==> src/rtl/intel8080_pkg.sv <==
// Shared 8080 timing constants: board-clock divider, phase lengths, reset hold.
package intel8080_pkg;
    localparam int I8080_CLK_DIV  = 9;
    localparam int I8080_PHI1_LEN = 2;
    localparam int I8080_PHI2_LEN = 5;
    localparam int I8080_RST_HOLD = 3;

    function automatic int ph_width(input int div);
        return (div > 1) ? $clog2(div) : 1;
    endfunction

    localparam int I8080_PH_W = ph_width(I8080_CLK_DIV);
endpackage

==> src/rtl/intel8080_sync2.sv <==
// Two-flop synchroniser for a raw asynchronous level; clears to 0 on reset.
module intel8080_sync2 (
    input  logic clk_i,
    input  logic rst_i,
    input  logic d_i,
    output logic q_o
);
    logic meta;

    always_ff @(posedge clk_i or posedge rst_i) begin
        if (rst_i) begin
            meta <= 1'b0;
            q_o  <= 1'b0;
        end else begin
            meta <= d_i;
            q_o  <= meta;
        end
    end
endmodule

==> src/rtl/intel8080_clkgen.sv <==
// 8224-style clock generator: phi1/phi2 levels and strobes from the board clock,
// plus phi2-aligned reset/READY synchronisation and the status strobe.
module intel8080_clkgen
    import intel8080_pkg::*;
#(
    parameter int DIV      = I8080_CLK_DIV,
    parameter int PHI1_LEN = I8080_PHI1_LEN,
    parameter int PHI2_LEN = I8080_PHI2_LEN,
    parameter int RST_HOLD = I8080_RST_HOLD
) (
    input  logic clk50M_i,
    input  logic rst_i,
    input  logic resin_i,
    input  logic rdyin_i,
    input  logic sync_i,
    output logic phi1_o,
    output logic phi2_o,
    output logic phi1_stb_o,
    output logic phi2_stb_o,
    output logic reset_o,
    output logic ready_o,
    output logic ststb_no
);
    localparam int PH_W = ph_width(DIV);
    localparam int HW   = $clog2(RST_HOLD + 1);
    localparam logic [PH_W-1:0] LAST = PH_W'(DIV - 1);
    localparam logic [PH_W-1:0] P1   = PH_W'(PHI1_LEN);
    localparam logic [PH_W-1:0] P12  = PH_W'(PHI1_LEN + PHI2_LEN);

    if (PHI1_LEN < 1 || PHI2_LEN < 1 || PHI1_LEN + PHI2_LEN >= DIV) begin : g_bad_cfg
        $error("intel8080_clkgen: phase lengths leave no dead clock in the period");
    end

    logic [PH_W-1:0] ph, ph_nxt;
    logic [HW-1:0]   hold;
    logic            resin_s, rdy_s, res_pend;
    logic            at_p1, at_p2;

    intel8080_sync2 u_sync_res (.clk_i(clk50M_i), .rst_i(rst_i), .d_i(resin_i), .q_o(resin_s));
    intel8080_sync2 u_sync_rdy (.clk_i(clk50M_i), .rst_i(rst_i), .d_i(rdyin_i), .q_o(rdy_s));

    always_comb begin
        ph_nxt = (ph == LAST) ? '0 : ph + PH_W'(1);
        at_p1  = (ph_nxt == '0);
        at_p2  = (ph_nxt == P1);
    end

    // res_pend keeps a short resin pulse alive until the next phi2 edge consumes it.
    always_ff @(posedge clk50M_i or posedge rst_i) begin
        if (rst_i) begin
            ph         <= LAST;
            hold       <= HW'(RST_HOLD);
            res_pend   <= 1'b0;
            phi1_o     <= 1'b0;
            phi2_o     <= 1'b0;
            phi1_stb_o <= 1'b0;
            phi2_stb_o <= 1'b0;
            ready_o    <= 1'b0;
            reset_o    <= 1'b1;
            ststb_no   <= 1'b1;
        end else begin
            ph         <= ph_nxt;
            phi1_o     <= (ph_nxt < P1);
            phi2_o     <= (ph_nxt >= P1) && (ph_nxt < P12);
            phi1_stb_o <= at_p1;
            phi2_stb_o <= at_p2;
            if (at_p1) ststb_no <= ~sync_i;
            if (at_p2) begin
                ststb_no <= 1'b1;
                ready_o  <= rdy_s;
                res_pend <= 1'b0;
                if (resin_s || res_pend) begin
                    hold    <= HW'(RST_HOLD);
                    reset_o <= 1'b1;
                end else if (hold != '0) begin
                    hold    <= hold - HW'(1);
                    reset_o <= (hold > HW'(1));
                end else begin
                    reset_o <= 1'b0;
                end
            end else if (resin_s) begin
                res_pend <= 1'b1;
            end
        end
    end
endmodule
==> config.mk <==
export PLATFORM = sky130hd
export DESIGN_NAME = intel8080_clkgen
export DESIGN_NICKNAME = d
export VERILOG_FILES = /design/src/rtl/intel8080_pkg.sv /design/src/rtl/intel8080_sync2.sv /design/src/rtl/intel8080_clkgen.sv
export SDC_FILE = /design/constraint.sdc
export NUM_CORES = 1
export LEC_CHECK = 0
export BUFFER_PORTS_ARGS = -buffer_cell sky130_fd_sc_hd__buf_2
export CAP_MARGIN = 20
export CELL_PAD_IN_SITES_DETAIL_PLACEMENT = 0
export CELL_PAD_IN_SITES_GLOBAL_PLACEMENT = 2
export CORE_MARGIN = 10
export CORE_UTILIZATION = 38
export CTS_BUF_LIST = sky130_fd_sc_hd__clkbuf_4 sky130_fd_sc_hd__clkbuf_8
export CTS_CLUSTER_DIAMETER = 150
export DETAILED_ROUTE_END_ITERATION = 16
export PLACE_DENSITY = 0.82
export SYNTH_ARGS = -nofsm -noshare
export SYNTH_HDL_FRONTEND = slang
export SYNTH_SLANG_ARGS = --single-unit
==> constraint.sdc <==
create_clock -name clk50M_i -period 2 [get_ports clk50M_i]
set_clock_uncertainty 0.2 [all_clocks]
set_input_delay 0.3 -clock clk50M_i [delete_from_list [all_inputs] [get_ports clk50M_i]]
set_output_delay 0.3 -clock clk50M_i [all_outputs]
set_load 0.05 [all_outputs]
After elaboration in Yosys (flattened, before gate mapping)
Index checks and enable logic that the tools add are counted.

word-level totals
  logic and storage cells = 40
  register bits = 18

operators by class
  equal/unequal tests = 2
  mux-type cells = 9
  order comparisons = 4
  reduce and logical (&&, ||, !) cells = 8
  $add $sub $neg = 2
  bitwise operators = 1

operators with widths
  operator             count
  $reduce_bool 2->1    4
  $mux 1               6
  $add 4x1->4 const B  1
  $eq 4x2->1 const B   1
  $eq 4x4->1 const B   1
  $ge 4x2->1 const B   1
  $logic_not 4->1      1
  $lt 4x2->1 const B   1
  $lt 4x3->1 const B   1
  $mux 2               2
  $mux 4               1
  $gt 2x1->1 const B   1
  $reduce_and 2->1     1
  $sub 2x1->2 const B  1
  $logic_and 1x1->1    1
  $logic_or 1x1->1     1
  $not 1->1            1

Longest topological paths before layout
Gate-level depths: netlist of run 1.

  depth in word-level cells = 5
  mapped depth = 6

Modules after synthesis
A second synthesis of run 1 with hierarchy kept.

unflattened totals
  cell total of the unflattened synthesis = 72
  area, all modules = 834.6 µm²

by module, submodules not included
  module            cells each  area an instance (µm²)  seq. area each (µm²)  instances
  intel8080_clkgen  66          726.9                   356.6                 1
  intel8080_sync2   3           53.8                    50.0                  2

Least setup slack after synthesis of run 1
OpenSTA, ideal clock, no wires.

  kind = register to register
  start point = register ph[0]
  end point = register ready_o
  library setup time = 125 ps
  buffers on the path = 0
  path slack = 288 ps
  data arrival time = 1387 ps
  stages on the path, launching flop included = 6
  path through = dfrtp_1 -> ha_1 -> o21bai_1 -> a31o_4 -> nand3_4 -> mux2_4

on the way
  longest elaborated chain between the ends = 3
  elaborated cells on any way between the ends = 4
  classes of those cells = add/sub: 1; eq/ne: 2; mux: 1

RTL lines
  element                                    line                    RTL
  from (decl)                                intel8080_clkgen.sv:34  logic [PH_W-1:0] ph, ph_nxt;
  from (signal assigned)                     intel8080_clkgen.sv:62  ph <= ph_nxt;
  $add 4x1->4 or $eq 4x4->1 (tied branches)  intel8080_clkgen.sv:43  ph_nxt = (ph == LAST) ? '0 : ph + PH_W'(1);
  $mux 4 (*)                                 intel8080_clkgen.sv:43
  $eq 4x2->1 (*)                             intel8080_clkgen.sv:45  at_p2 = (ph_nxt == P1);
  to (signal assigned)                       intel8080_clkgen.sv:70  ready_o <= rdy_s;
  to (decl)                                  intel8080_clkgen.sv:21  output logic ready_o,

Mark *: on every way between the ends. The rest lies on a longest branch, timed or not.
A chain may end at the register's enable or synchronous reset.

Worst setup path in the final report of run 1
Ends and elaborated chain as after synthesis.

==> impl_metrics.csv, run 1 <==
group,metric,value,unit
detailed_routing,drt.antenna.violating_nets,0,
place,preCtsSetupSlack,171,ps
cts,cts-htree-levels,1,
sta,fmax,542,MHz
yosys,synth_area_per_cell,12.1,sq um
sta,timing.final.setup_violations,0,
global_route,grt_util_all_layers,7.21,%
yosys,post_synth_inst_count,69,
power_and_ir_drop,power.static_leakage,0.475,nW
critical_path,worstPathArrival,1830,ps
floorplanning,design.portCount,12,
yosys,synth.distinct_cells,27,
sta,worstMarginPinSlew,635,ps
yosys,synth_nets,80,
layout,diodes,0,
detailed_routing,route.final.wire_length,1470,um
floorplanning,rows,16,
cts,worst_setup_hold_path_clk_slew,100,ps
sta,timing.setup.tns,0,ps
place,port_buffers,11,
layout,post_layout_util,49.1,%
critical_path,cpPeakStageDelay,450,ps
place,placedInstanceArea,927,sq um
sta,fin_crit_sh,92.2,%
detailed_routing,wl_per_cell,12.9,um
critical_path,crit_path_leading_delay_family,"flip-flops",
place,dp.final_hpwl,1110,um
layout,synthToLayoutAreaGrowth,18.5,%
detailed_routing,routed.top_layer,"met4",
place,gp_routability_congestion,0.718,
detailed_routing,count_of_routing_violations_after_the_opening_detailed_route_iteration,7,
critical_path,critical_path.max_fanout,6,
sta,final-hold-violation-count,0,
hold_path,hold_class,"reg2reg",
sta,slew_hr,57.6,%
floorplanning,die_area,0.00448,sq mm
sta,final.hold.worst_slack,156,ps
global_route,antenna_found_initial,0,
critical_path,crit_required,1990,ps
detailed_routing,route.vias.total,554,
floorplanning,floorplan.initialDensity,41.5,%
yosys,postSynth.asyncResetShare,100,%
sta,finalWorstSetupSlack,157,ps
cts,clk-insertion-delay-late,300,ps
yosys,syn_area,838,sq um
critical_path,path_cells,"ha_1 -> o21bai_1 -> a31o_4 -> nand3_4 -> mux2_4",
layout,filler_cell_count,190,
cts,post-cts-setup-buffers,0,
floorplanning,core,0.00202,sq mm
critical_path,worst-setup-path-type,"reg2reg",
layout,cell_area_after_layout,993,sq um
detailed_routing,via_density,4.86,
critical_path,worst_setup_path_start_kind,"flip-flop",
floorplanning,floorplan.die.height,67.0,um
sta,rsz0062_at_grt,"no",
cts,clkSinkCount,18,
job,max-cap-violations,0,
yosys,yosysWarningCount,0,
critical_path,critical_path_buffer_and_inverter_count,0,
critical_path,endpoint_kind,"flip-flop",
cts,cts_buffer_depth,2,
detailed_routing,met2_wirelength,652,um
sta,maxSlewViolCount,0,
yosys,synth.ff_latch_count,18,
floorplanning,floorplan.die.width,67.0,um
layout,number_of_nets_in_the_final_layout,99,
yosys,synth_seq_area_share,54.5,%
global_route,wire_length_of_the_first_global_routing_pass,2450,um
cts,tritoncts,"built",
detailed_routing,drc,0,
power_and_ir_drop,power_per_cell_area,624,mW/mm^2
detailed_routing,met3RoutedLength,82,um
global_route,grt_max_degree,19,
power_and_ir_drop,vdd.ir_drop.worst,0.434,mV
global_route,first_global_vias,583,
yosys,dominantRegCellSynth,"sky130_fd_sc_hd__dfrtp_1",
cts,cts_made_buffers,3,
critical_path,slowest_stage,"sky130_fd_sc_hd__dfrtp_1",
cts,buffer_type_at_the_clock_tree_root,"sky130_fd_sc_hd__clkbuf_4",
cts,cts_resized,0,
layout,drive_gt1_share,32.2,%
yosys,synth-edff-count,0,
status,run_status,"finished, final reports clean",
cts,cts_hold_repair.buffers,3,
global_route,grt-ovfl-total,0,
detailed_routing,drt-met1-wl,684,um
sta,finalCriticalPeriod,1840,ps
detailed_routing,detail_route.first_pass.iterations,4,
[cells by family after synthesis]
family | Yosys count | synth area share [%]
buf+inv | 8 | 3.58
mux | 2 | 3.58
compound gates | 13 | 12.8
fa+ha+maj | 6 | 8.95
simple gates | 22 | 16.6
flops | 18 | 54.5
[placed cells by master, fill, tap and decap left out, types with 2 or more instances in the layout]
cell type                       instances
sky130_fd_sc_hd__nand3_1                3
sky130_fd_sc_hd__ha_1                   6
sky130_fd_sc_hd__o21ai_0                2
sky130_fd_sc_hd__nor2_1                 3
sky130_fd_sc_hd__inv_1                  8
sky130_fd_sc_hd__dlygate4sd3_1          3
sky130_fd_sc_hd__buf_2                 11
sky130_fd_sc_hd__clkbuf_4               3
sky130_fd_sc_hd__dfstp_2                5
sky130_fd_sc_hd__mux2_4                 2
sky130_fd_sc_hd__nand4_1                2
sky130_fd_sc_hd__o22a_1                 2
sky130_fd_sc_hd__nand2_1                5
sky130_fd_sc_hd__nand3b_1               3
sky130_fd_sc_hd__dfrtp_1               13
[Yosys cell counts (2+ instances only)]
cell | n | share of area [%]
sky130_fd_sc_hd__dfrtp_1 | 13 | 39
sky130_fd_sc_hd__inv_1 | 8 | 3.6
sky130_fd_sc_hd__ha_1 | 6 | 9.0
sky130_fd_sc_hd__dfstp_2 | 5 | 16
sky130_fd_sc_hd__nand2_1 | 5 | 2.2
sky130_fd_sc_hd__nand3_1 | 3 | 1.8
sky130_fd_sc_hd__nand3b_1 | 3 | 2.7
sky130_fd_sc_hd__nor2_1 | 3 | 1.3
sky130_fd_sc_hd__mux2_4 | 2 | 3.6
sky130_fd_sc_hd__nand4_1 | 2 | 1.5
sky130_fd_sc_hd__o21ai_0 | 2 | 1.2
sky130_fd_sc_hd__o22a_1 | 2 | 2.1
[layout make-up]
class / instances / area, sq um / share of cell area [%]
Clock buffer: 4 / 36.3 / 3.65
Inverter: 8 / 30.0 / 3.02
Multi-Input combinational cell: 43 / 352 / 35.4
Sequential cell: 18 / 457 / 46.0
Tap cell: 27 / 33.8 / 3.40
Timing Repair Buffer: 14 / 85.1 / 8.56
[routing by layer]
layer / track usage (%) / up-vias
li1: - / 277
met1: 8.06 / 259
met2: 10.5 / 13
met3: 2.17 / 5
met4: 6.92 / 0
met5: 0 / -
[registers in the layout (all words and copies together), names as in the netlist]
signal / count
hold: 2
ph: 4
phi1_o: 1
phi1_stb_o: 1
phi2_o: 1
phi2_stb_o: 1
ready_o: 1
res_pend: 1
reset_o: 1
ststb_no: 1
u_sync_rdy.meta: 1
u_sync_rdy.q_o: 1
u_sync_res.meta: 1
u_sync_res.q_o: 1
[path summary, 6_finish.rpt]
check,to,slack [ps],depth (start not counted),startpoint
max in group asynchronous,phi2_stb_o,760,3,rst_i
setup / recovery,ready_o,160,5,ph[0]
min in group asynchronous,phi1_o,430,3,rst_i
setup reg to reg,ready_o,160,5,ph[0]
hold / removal,u_sync_res.q_o,160,0,u_sync_res.meta
hold reg to reg,u_sync_res.q_o,160,0,u_sync_res.meta
[report_power, final]
part	switching [mW]	internal, mW	leakage (nW)	total (mW)
Sequential	0.00182	0.370	0.209	0.372
Clock	0.112	0.111	0.0210	0.223
Combinational	0.0146	0.00989	0.245	0.0245
[metrics by stage]
step           total power, mW  std cells
6_report                 0.620        114
5_1_grt                  0.643        114
4_1_cts                  0.628        114
3_5_place_dp             0.399        107
3_3_place_gp             0.399        107
2_1_floorplan            0.392         69
Note: power is estimated with default switching activity, not from simulation.
==> run 2: changes to the inputs <==
clock period = 1.86 ns   (was 2 ns; I/O delays follow)
==> run 2 against run 1 <==
Net effect: cell area up 1.9%; critical path depth unchanged; sequential share of layout area decreased by 0.73 points; combinational power is 7% higher.
==> impl_metrics.csv, run 2 (same netlist as run 1, synthesis figures left out) <==
group,metric,value,unit
status,run_status,"finished, final reports clean",
sta,timing.final.setup_violations,0,
layout,regMostFlops,"ph",
place,port_buffers,11,
sta,fin_crit_sh,94.9,%
floorplanning,design.portCount,12,
detailed_routing,route.final.wire_length,1510,um
floorplanning,core,0.00202,sq mm
cts,cts_buffer_depth,2,
cts,clkSinkCount,18,
critical_path,worst_setup_path_start_kind,"flip-flop",
layout,largest_register_ff_count,4,
cts,worst_setup_hold_path_clk_slew,100,ps
critical_path,worstPathArrival,1750,ps
power_and_ir_drop,power_per_cell_area,653,mW/mm^2
cts,buffer_type_at_the_clock_tree_root,"sky130_fd_sc_hd__clkbuf_4",
global_route,antenna_found_initial,0,
detailed_routing,count_of_routing_violations_after_the_opening_detailed_route_iteration,11,
critical_path,endpoint_kind,"flip-flop",
sta,timing.setup.tns,0,ps
sta,slew_hr,57.2,%
cts,cts_made_buffers,3,
sta,finalCriticalPeriod,1770,ps
job,max-cap-violations,0,
global_route,grt_util_all_layers,7.51,%
sta,fmax,566,MHz
place,placedCellCount,109,
layout,diodes,0,
detailed_routing,drc,0,
power_and_ir_drop,power.static_leakage,0.479,nW
layout,number_of_nets_in_the_final_layout,101,
floorplanning,floorplan.die.width,67.0,um
global_route,wire_length_of_the_first_global_routing_pass,2630,um
global_route,grt-ovfl-total,0,
layout,drive_gt1_share,36.0,%
sta,worstMarginPinSlew,641,ps
detailed_routing,wl_per_cell,13.0,um
global_route,first_global_vias,591,
cts,tritoncts,"built",
critical_path,crit_required,1840,ps
sta,rsz0062_at_grt,"no",
layout,layout_commonest_cell,"sky130_fd_sc_hd__dfrtp_1",
layout,synthToLayoutAreaGrowth,20.7,%
sta,maxSlewViolCount,0,
power_and_ir_drop,vdd.ir_drop.worst,0.450,mV
cts,cts-htree-levels,1,
floorplanning,rows,16,
hold_path,hold_class,"reg2reg",
detailed_routing,via_density,4.80,
place,gp_routability_congestion,0.736,
critical_path,critical_path.max_fanout,6,
floorplanning,floorplan.die.height,67.0,um
detailed_routing,drt.antenna.violating_nets,0,
layout,reg.largest.list,"ph: 4 flops, hold: 2 flops",
detailed_routing,detail_route.first_pass.iterations,3,
sta,final-hold-violation-count,0,
floorplanning,die_area,0.00448,sq mm
place,dp.final_hpwl,1130,um
cts,clk-insertion-delay-late,290,ps
global_route,grt_max_degree,19,
detailed_routing,route.vias.total,557,
critical_path,worst-setup-path-type,"reg2reg",
floorplanning,floorplan.initialDensity,41.5,%
layout,fin_cells,116,
layout,most_frequent_cells_in_the_layout,"12 x sky130_fd_sc_hd__dfrtp_1, 11 x sky130_fd_sc_hd__buf_2, 8 x sky130_fd_sc_hd__inv_1",
-- run 2: cell count changes in the layout (fill, tap and decap cells not counted) --
| cell | delta |
|---|---|
| sky130_fd_sc_hd__ha_1 | -1 |
| sky130_fd_sc_hd__ha_2 | +1 |
| sky130_fd_sc_hd__dfrtp_2 | +1 |
| sky130_fd_sc_hd__buf_4 | +2 |
| sky130_fd_sc_hd__dfrtp_1 | -1 |
-- run 2: per-stage QoR --
| stage | hold slack, ps | total power [mW] | area, sq um | setup slack [ps] | util, % |
|---|---|---|---|---|---|
| finish | 154 | 0.661 | 1010 | 94.1 | 50.1 |
| global route | 173 | 0.686 | 1010 | 22.9 | 50.1 |
| CTS | 159 | 0.669 | 1010 | 2.80 | 49.9 |
| detailed placement | 136 | 0.430 | 942 | 23.6 | 46.6 |
| global placement | 132 | 0.429 | 942 | 86.8 | 46.6 |
| floorplan | 13.9 | 0.421 | 838 | 148 | - |
-- run 2: routing by layer --
layer  vias up  track usage, %  share of wire (%)
met5         -               0                  0
met4         0            4.62                2.1
met3         4            3.01                7.2
met2        12            11.3                 44
met1       258            8.71                 47
li1        283               -                  -
-- run 2: report_power, final --
| part | switching, mW | internal (mW) | total [mW] |
|---|---|---|---|
| Sequential | 0.00200 | 0.398 | 0.400 |
| Combinational | 0.0155 | 0.0106 | 0.0261 |
| Clock | 0.116 | 0.119 | 0.235 |
| Total | 0.133 | 0.528 | 0.661 |
-- run 2: critical path, stage by stage (launching register included) --
cell and delay [ps]:
sky130_fd_sc_hd__dfrtp_2 450, sky130_fd_sc_hd__ha_2 240, sky130_fd_sc_hd__o21bai_1 160, sky130_fd_sc_hd__a31o_4 160
sky130_fd_sc_hd__nand3_4 120, sky130_fd_sc_hd__mux2_4 320
-- run 2: final cells by class --
cell class,count,area (sq um)
Tap cell,27,33.8
Inverter,8,30.0
Clock buffer,4,36.3
Fill cell,191,1010
Timing Repair Buffer,16,100
Sequential cell,18,458
Multi-Input combinational cell,43,354
-- run 2: path summary, 6_finish.rpt --
kind                                 startpoint              to  slack (ps)  depth (start not counted)
max in group asynchronous                 rst_i           ph[0]         610                          3
worst min-delay path            u_sync_res.meta  u_sync_res.q_o         150                          0
worst max register to register            ph[0]         ready_o          90                          5
worst max-delay path                      ph[0]         ready_o          90                          5
worst min register to register  u_sync_res.meta  u_sync_res.q_o         150                          0
min in group asynchronous                 rst_i          phi1_o         400                          3
-- run 2: what timing repair did --
item	CTS	global route
resized for setup	0	2
hold buffers	3	0
buffers inserted	0	0
endpoints found under the hold margin	15	0
endpoints found under the setup margin	0	2
